File: config.mk
export PLATFORM = sky130hd
export DESIGN_NAME = ram_uart_dump
export DESIGN_NICKNAME = d
export VERILOG_FILES = /design/src/rtl/ram_uart_dump.sv
export SDC_FILE = /design/constraint.sdc
export NUM_CORES = 1
export LEC_CHECK = 0
export ABC_AREA = 1
export BUFFER_PORTS_ARGS = -buffer_cell sky130_fd_sc_hd__buf_4
export CORE_UTILIZATION = 38
export DETAILED_ROUTE_END_ITERATION = 10
export SYNTH_ARGS = -nofsm -noshare
export SYNTH_HDL_FRONTEND = slang
export SYNTH_SLANG_ARGS = --single-unit
File: constraint.sdc
create_clock -name clk -period 7.5 [get_ports clk]
set_clock_uncertainty 0.2 [all_clocks]
set_input_delay 0.375 -clock clk [delete_from_list [all_inputs] [get_ports clk]]
set_output_delay 0.375 -clock clk [all_outputs]
set_load 0.01 [all_outputs]
File: src/rtl/ram_uart_dump.sv
// rtl/ram_uart_dump.sv - RAM word block read-out streamed as SYNC/payload/checksum bytes into a TX FIFO
module ram_uart_dump #(
  parameter int          ADDR_W    = 13,
  parameter int          RAM_LAT   = 2,
  parameter logic [7:0]  SYNC_BYTE = 8'hFF
) (
  input  logic              clk,
  input  logic              rst,
  input  logic              start,
  input  logic [ADDR_W-1:0] start_addr,
  input  logic [ADDR_W:0]   word_count,
  output logic              busy,
  output logic              done,
  output logic [ADDR_W-1:0] ram_address,
  input  logic [31:0]       ram_q,
  input  logic              fifo_full,
  output logic              fifo_wrreq,
  output logic [7:0]        fifo_data
);

  typedef enum logic [2:0] {
    S_IDLE,
    S_SYNC,
    S_FETCH,
    S_SEND,
    S_CKSUM,
    S_DONE
  } state_t;

  // FETCH lasts RAM_LAT+1 cycles; the address is already on the bus when FETCH is entered
  localparam logic [1:0]    LAT_LAST = 2'(RAM_LAT);
  localparam logic [ADDR_W:0] CNT_ONE = (ADDR_W+1)'(1);

  state_t              state;
  state_t              state_nxt;
  logic [ADDR_W-1:0]   addr;
  logic [ADDR_W-1:0]   addr_inc;
  logic [ADDR_W:0]     remaining;
  logic [31:0]         word;
  logic [1:0]          byte_idx;
  logic [1:0]          lat_cnt;
  logic [7:0]          checksum;
  logic [7:0]          send_byte;

  // next word address wraps naturally at 2^ADDR_W
  assign addr_inc = addr + ADDR_W'(1);

  // state register
  always_ff @(posedge clk or posedge rst) begin
    if (rst) state <= S_IDLE;
    else     state <= state_nxt;
  end

  // next-state logic; every write state holds while the FIFO is full
  always_comb begin
    state_nxt = state;
    case (state)
      S_IDLE:  if (start) state_nxt = S_SYNC;
      S_SYNC:  if (!fifo_full) state_nxt = (remaining == '0) ? S_CKSUM : S_FETCH;
      S_FETCH: if (lat_cnt == LAT_LAST) state_nxt = S_SEND;
      S_SEND:  if (!fifo_full && byte_idx == 2'd3)
                 state_nxt = (remaining == CNT_ONE) ? S_CKSUM : S_FETCH;
      S_CKSUM: if (!fifo_full) state_nxt = S_DONE;
      S_DONE:  state_nxt = S_IDLE;
      default: state_nxt = S_IDLE;
    endcase
  end

  // status outputs decoded from state; busy drops in the done cycle
  always_comb begin
    busy = (state != S_IDLE) && (state != S_DONE);
    done = (state == S_DONE);
  end

  // select the current payload byte, least-significant first
  always_comb begin
    send_byte = word[7:0];
    case (byte_idx)
      2'd0: send_byte = word[7:0];
      2'd1: send_byte = word[15:8];
      2'd2: send_byte = word[23:16];
      2'd3: send_byte = word[31:24];
      default: send_byte = word[7:0];
    endcase
  end

  // datapath: counters, RAM address, word capture, checksum and registered FIFO write
  always_ff @(posedge clk or posedge rst) begin
    if (rst) begin
      addr        <= '0;
      remaining   <= '0;
      word        <= '0;
      byte_idx    <= '0;
      lat_cnt     <= '0;
      checksum    <= '0;
      ram_address <= '0;
      fifo_wrreq  <= 1'b0;
      fifo_data   <= '0;
    end else begin
      fifo_wrreq <= 1'b0;
      case (state)
        S_IDLE: begin
          if (start) begin
            addr      <= start_addr;
            remaining <= word_count;
            checksum  <= '0;
            byte_idx  <= '0;
          end
        end
        S_SYNC: begin
          if (!fifo_full) begin
            fifo_wrreq <= 1'b1;
            fifo_data  <= SYNC_BYTE;
            lat_cnt    <= '0;
            if (remaining != '0) ram_address <= addr;
          end
        end
        S_FETCH: begin
          lat_cnt <= lat_cnt + 2'd1;
          if (lat_cnt == LAT_LAST) begin
            word     <= ram_q;
            byte_idx <= '0;
          end
        end
        S_SEND: begin
          if (!fifo_full) begin
            fifo_wrreq <= 1'b1;
            fifo_data  <= send_byte;
            checksum   <= checksum ^ send_byte;
            byte_idx   <= byte_idx + 2'd1;
            if (byte_idx == 2'd3) begin
              remaining <= remaining - CNT_ONE;
              addr      <= addr_inc;
              lat_cnt   <= '0;
              if (remaining != CNT_ONE) ram_address <= addr_inc;
            end
          end
        end
        S_CKSUM: begin
          if (!fifo_full) begin
            fifo_wrreq <= 1'b1;
            fifo_data  <= checksum;
          end
        end
        default: ;
      endcase
    end
  end

endmodule

==> results.py <==
metrics = {
    "timing": {
        "clock.fmax_mhz": 422,
        "relSlewSlack_pct": 38.7,
        "setup_tns_ns": 0,
        "finalWorstSetupSlack_ns": 5.13,
        "rsz0062_at_grt": "false",
        "max_slew.worst_pin.slew_ns": 0.920,
        "fin_crit_ns": 2.37,
        "slew_viol_final": 0,
        "finalCritPeriodShare_pct": 31.6,
        "setup_viol": 0,
        "hold_viol_final": 0,
    },
    "synthesis": {
        "synth-seq-cells": 96,
        "synth_cells": 686,
        "synth_area_mm2": 0.00529,
        "yosysWarnings": 0,
        "syn-num-nets": 757,
        "synth_top_cell_by_area": "dfrtp_1",
        "ys.flop_type": "dfrtp_1",
        "synth_cell_type_count": 34,
        "async_reset_ff_share_pct": 100,
        "synth_edf_count": 0,
        "synth_area_leaders": "dfrtp_1 45%, nand2_1 14%, nand3_1 5.6%",
        "avgSynthCellArea_um2": 7.72,
        "yosysSeqAreaShare_pct": 45.4,
        "synth_top_area_share_pct": 45.4,
    },
    "setup_path": {
        "r2r-end": "ram_address[6]",
        "r2r-start": "state[1]",
        "required_ns": 7.59,
        "crit_fanout": 46,
        "r2r_slack_ns": 5.13,
        "ff2ff_path_depth": 11,
        "startpoint_type": "register",
        "cp.arrival_ns": 2.46,
        "setup.worst_path.class": "register to register",
        "cp-startpoint": "state[1]",
        "cp-end-kind": "register",
    },
    "clock_network": {
        "clk_pin_slew_ns": 0.07,
        "htree_levels": 3,
        "numCtsBuffers": 9,
        "cts-root-buf": "clkbuf_16",
        "clock_sinks": 96,
        "cts_tree": "yes",
        "clock_latency_ns": 0.36,
        "clock_path_buffers": 2,
    },
    "power_and_ir_drop": {
        "power_leakage_nw": 3.20,
        "clockPowerShare_pct": 16.9,
        "powerDensity_mw_per_mm2": 440,
        "ir_drop_v": 0.000156,
        "net-switching-power_w": 0.00126,
        "p_int_w": 0.00155,
        "netSwitchingFraction_pct": 44.8,
        "seq_power_share_pct": 34.2,
        "combPwrFrac_pct": 48.9,
    },
    "route": {
        "dr.pass1.iters": 5,
        "drt_drc_violations_left": 0,
        "drtIter0Drc": 362,
        "avgRoutedWirePerCell_um": 13.8,
        "vias": 4733,
        "routed_wl_um": 13000,
        "vias_per_cell": 5.01,
        "drtAntennaViolNets": 0,
    },
    "global_routing": {
        "antenna_found_initial": 0,
        "grt_pass1_vias": 4656,
        "grt.overflow.total": 0,
        "grt_first_pass_wirelength_um": 22200,
        "grt_max_degree": 71,
        "grt_use_total_pct": 19.4,
    },
    "place": {
        "dpl.hpwl_um": 9480,
        "io_buffers": 86,
        "pre_cts_ws_ns": 5.15,
        "routabilityCongestion": 0.919,
    },
    "die": {
        "initial_utilization_pct": 39.5,
        "rows": 42,
        "io_pins": 87,
        "die_height_um": 120,
        "die_w_um": 120,
        "core_mm2": 0.0134,
        "dieArea_mm2": 0.0144,
    },
    "final_layout": {
        "final_cell_mix": "196 x nand2_1, 96 x dfrtp_1, 90 x buf_4, 74 x inv_1, 65 x nor2_1",
        "fin_nets": 835,
        "areaGrowthSynthToFinish_pct": 20.4,
        "drive_above_1_share_pct": 20.5,
        "final_common_cell": "nand2_1",
        "antennaDiodeCount": 0,
    },
    "job": {
        "cap_viol_max_count": 0,
    },
    "worst_hold_path": {
        "hold_end": "word[0]",
        "worstHoldPathCells": 2,
        "min_from": "ram_q[0]",
        "min-delay-path-class": "input pin to register",
    },
    "status": {
        "status": "completed",
    },
}
kinds of logic (layout without fill, tap and decap cells):
family / count (synthesis) / after routing / synth area share [%]
mux: 25 / 25 / 5.32
flops: 96 / 96 / 45.4
simple gates: 352 / 352 / 28.3
fa+ha+maj: 8 / 8 / 1.89
buf+inv: 104 / 187 / 8.32
xor+xnor: 3 / 3 / 0.496
compound gates: 98 / 98 / 10.3
routing by layer:
layer | track usage (%) | wire length [µm] | up-vias
met4 | 7.11 | 219 | 0
met5 | 0 | 0 | -
met3 | 3.42 | 564 | 20
li1 | - | - | 2364
met2 | 32.3 | 6150 | 122
met1 | 25.2 | 6080 | 2227
state kept, by name, indices dropped and copies added, names as in the netlist:
signal	flops
fifo_wrreq	1
checksum	8
remaining	14
byte_idx	2
lat_cnt	2
word	32
addr	13
fifo_data	8
ram_address	13
state	3
worst max path at each step:
stage | slack, ns | to
after floorplan | 4.42 | addr[0]
after global placement | 5.26 | ram_address[12]
after detailed placement | 5.15 | addr[5]
after CTS | 5.15 | addr[5]
after global routing | 4.92 | ram_address[5]
final | 5.13 | ram_address[6]
through the flow:
step                      hold WS, ns  instances  cell area [µm²]  util (%)  power [W]
after floorplan                 0.271        686             5290         -    0.00195
after global placement          0.221        928             6060      45.2    0.00229
after detailed placement        0.227        928             6060      45.2    0.00234
after CTS                      0.0353        945             6370      47.6    0.00282
after global routing           0.0344        945             6370      47.6    0.00307
final                          0.0444        945             6370      47.6    0.00280
synthesized netlist by cell type (5+ instances only):
| cell | instances |
|---|---|
| o21ai_0 | 32 |
| dfrtp_1 | 96 |
| nand2_2 | 5 |
| nand2_1 | 196 |
| a31oi_1 | 10 |
| a21oi_1 | 38 |
| ha_1 | 8 |
| nand4_1 | 11 |
| nor2_2 | 7 |
| nor2_1 | 65 |
| inv_1 | 75 |
| buf_2 | 14 |
| nand3_1 | 59 |
| a22oi_1 | 6 |
| o21ai_1 | 5 |
| mux2_2 | 25 |
critical path, stage by stage, from the launching register on:
cell     delay, ns
dfrtp_1       0.40
nand2_1       0.11
nor2_4        0.29
buf_4         0.47
nand2_1       0.14
inv_1         0.11
nor2_2        0.05
nand2_2       0.10
inv_4         0.07
nand2_2       0.19
nand2_1       0.09
nand2_1       0.08
power by group through the flow:
stage                     Clock (W)  Combinational [W]  Sequential, W
final                      0.000475            0.00137       0.000959
after global routing       0.000506            0.00157       0.000993
after CTS                  0.000485            0.00138       0.000958
after detailed placement          0            0.00138       0.000964
after global placement            0            0.00133       0.000956
after floorplan                   0            0.00100       0.000947
final cells by class:
| class | instances | area [µm²] |
|---|---|---|
| inverters | 80 | 304 |
| repair buffers | 91 | 686 |
| clock inverters | 7 | 78.8 |
| clock buffers | 9 | 225 |
| flip-flops and latches | 96 | 2400 |
| fillers | 1355 | 7030 |
| well taps | 176 | 220 |
| multi-input cells | 486 | 2460 |
repair_timing:
item	4_1_cts	5_1_grt
buffers inserted	0	0
hold buffers	1	0
hold endpoints to repair	26	0
endpoints found under the setup margin	0	0
resized for setup	0	0
Power figures use the tool's default switching activity.
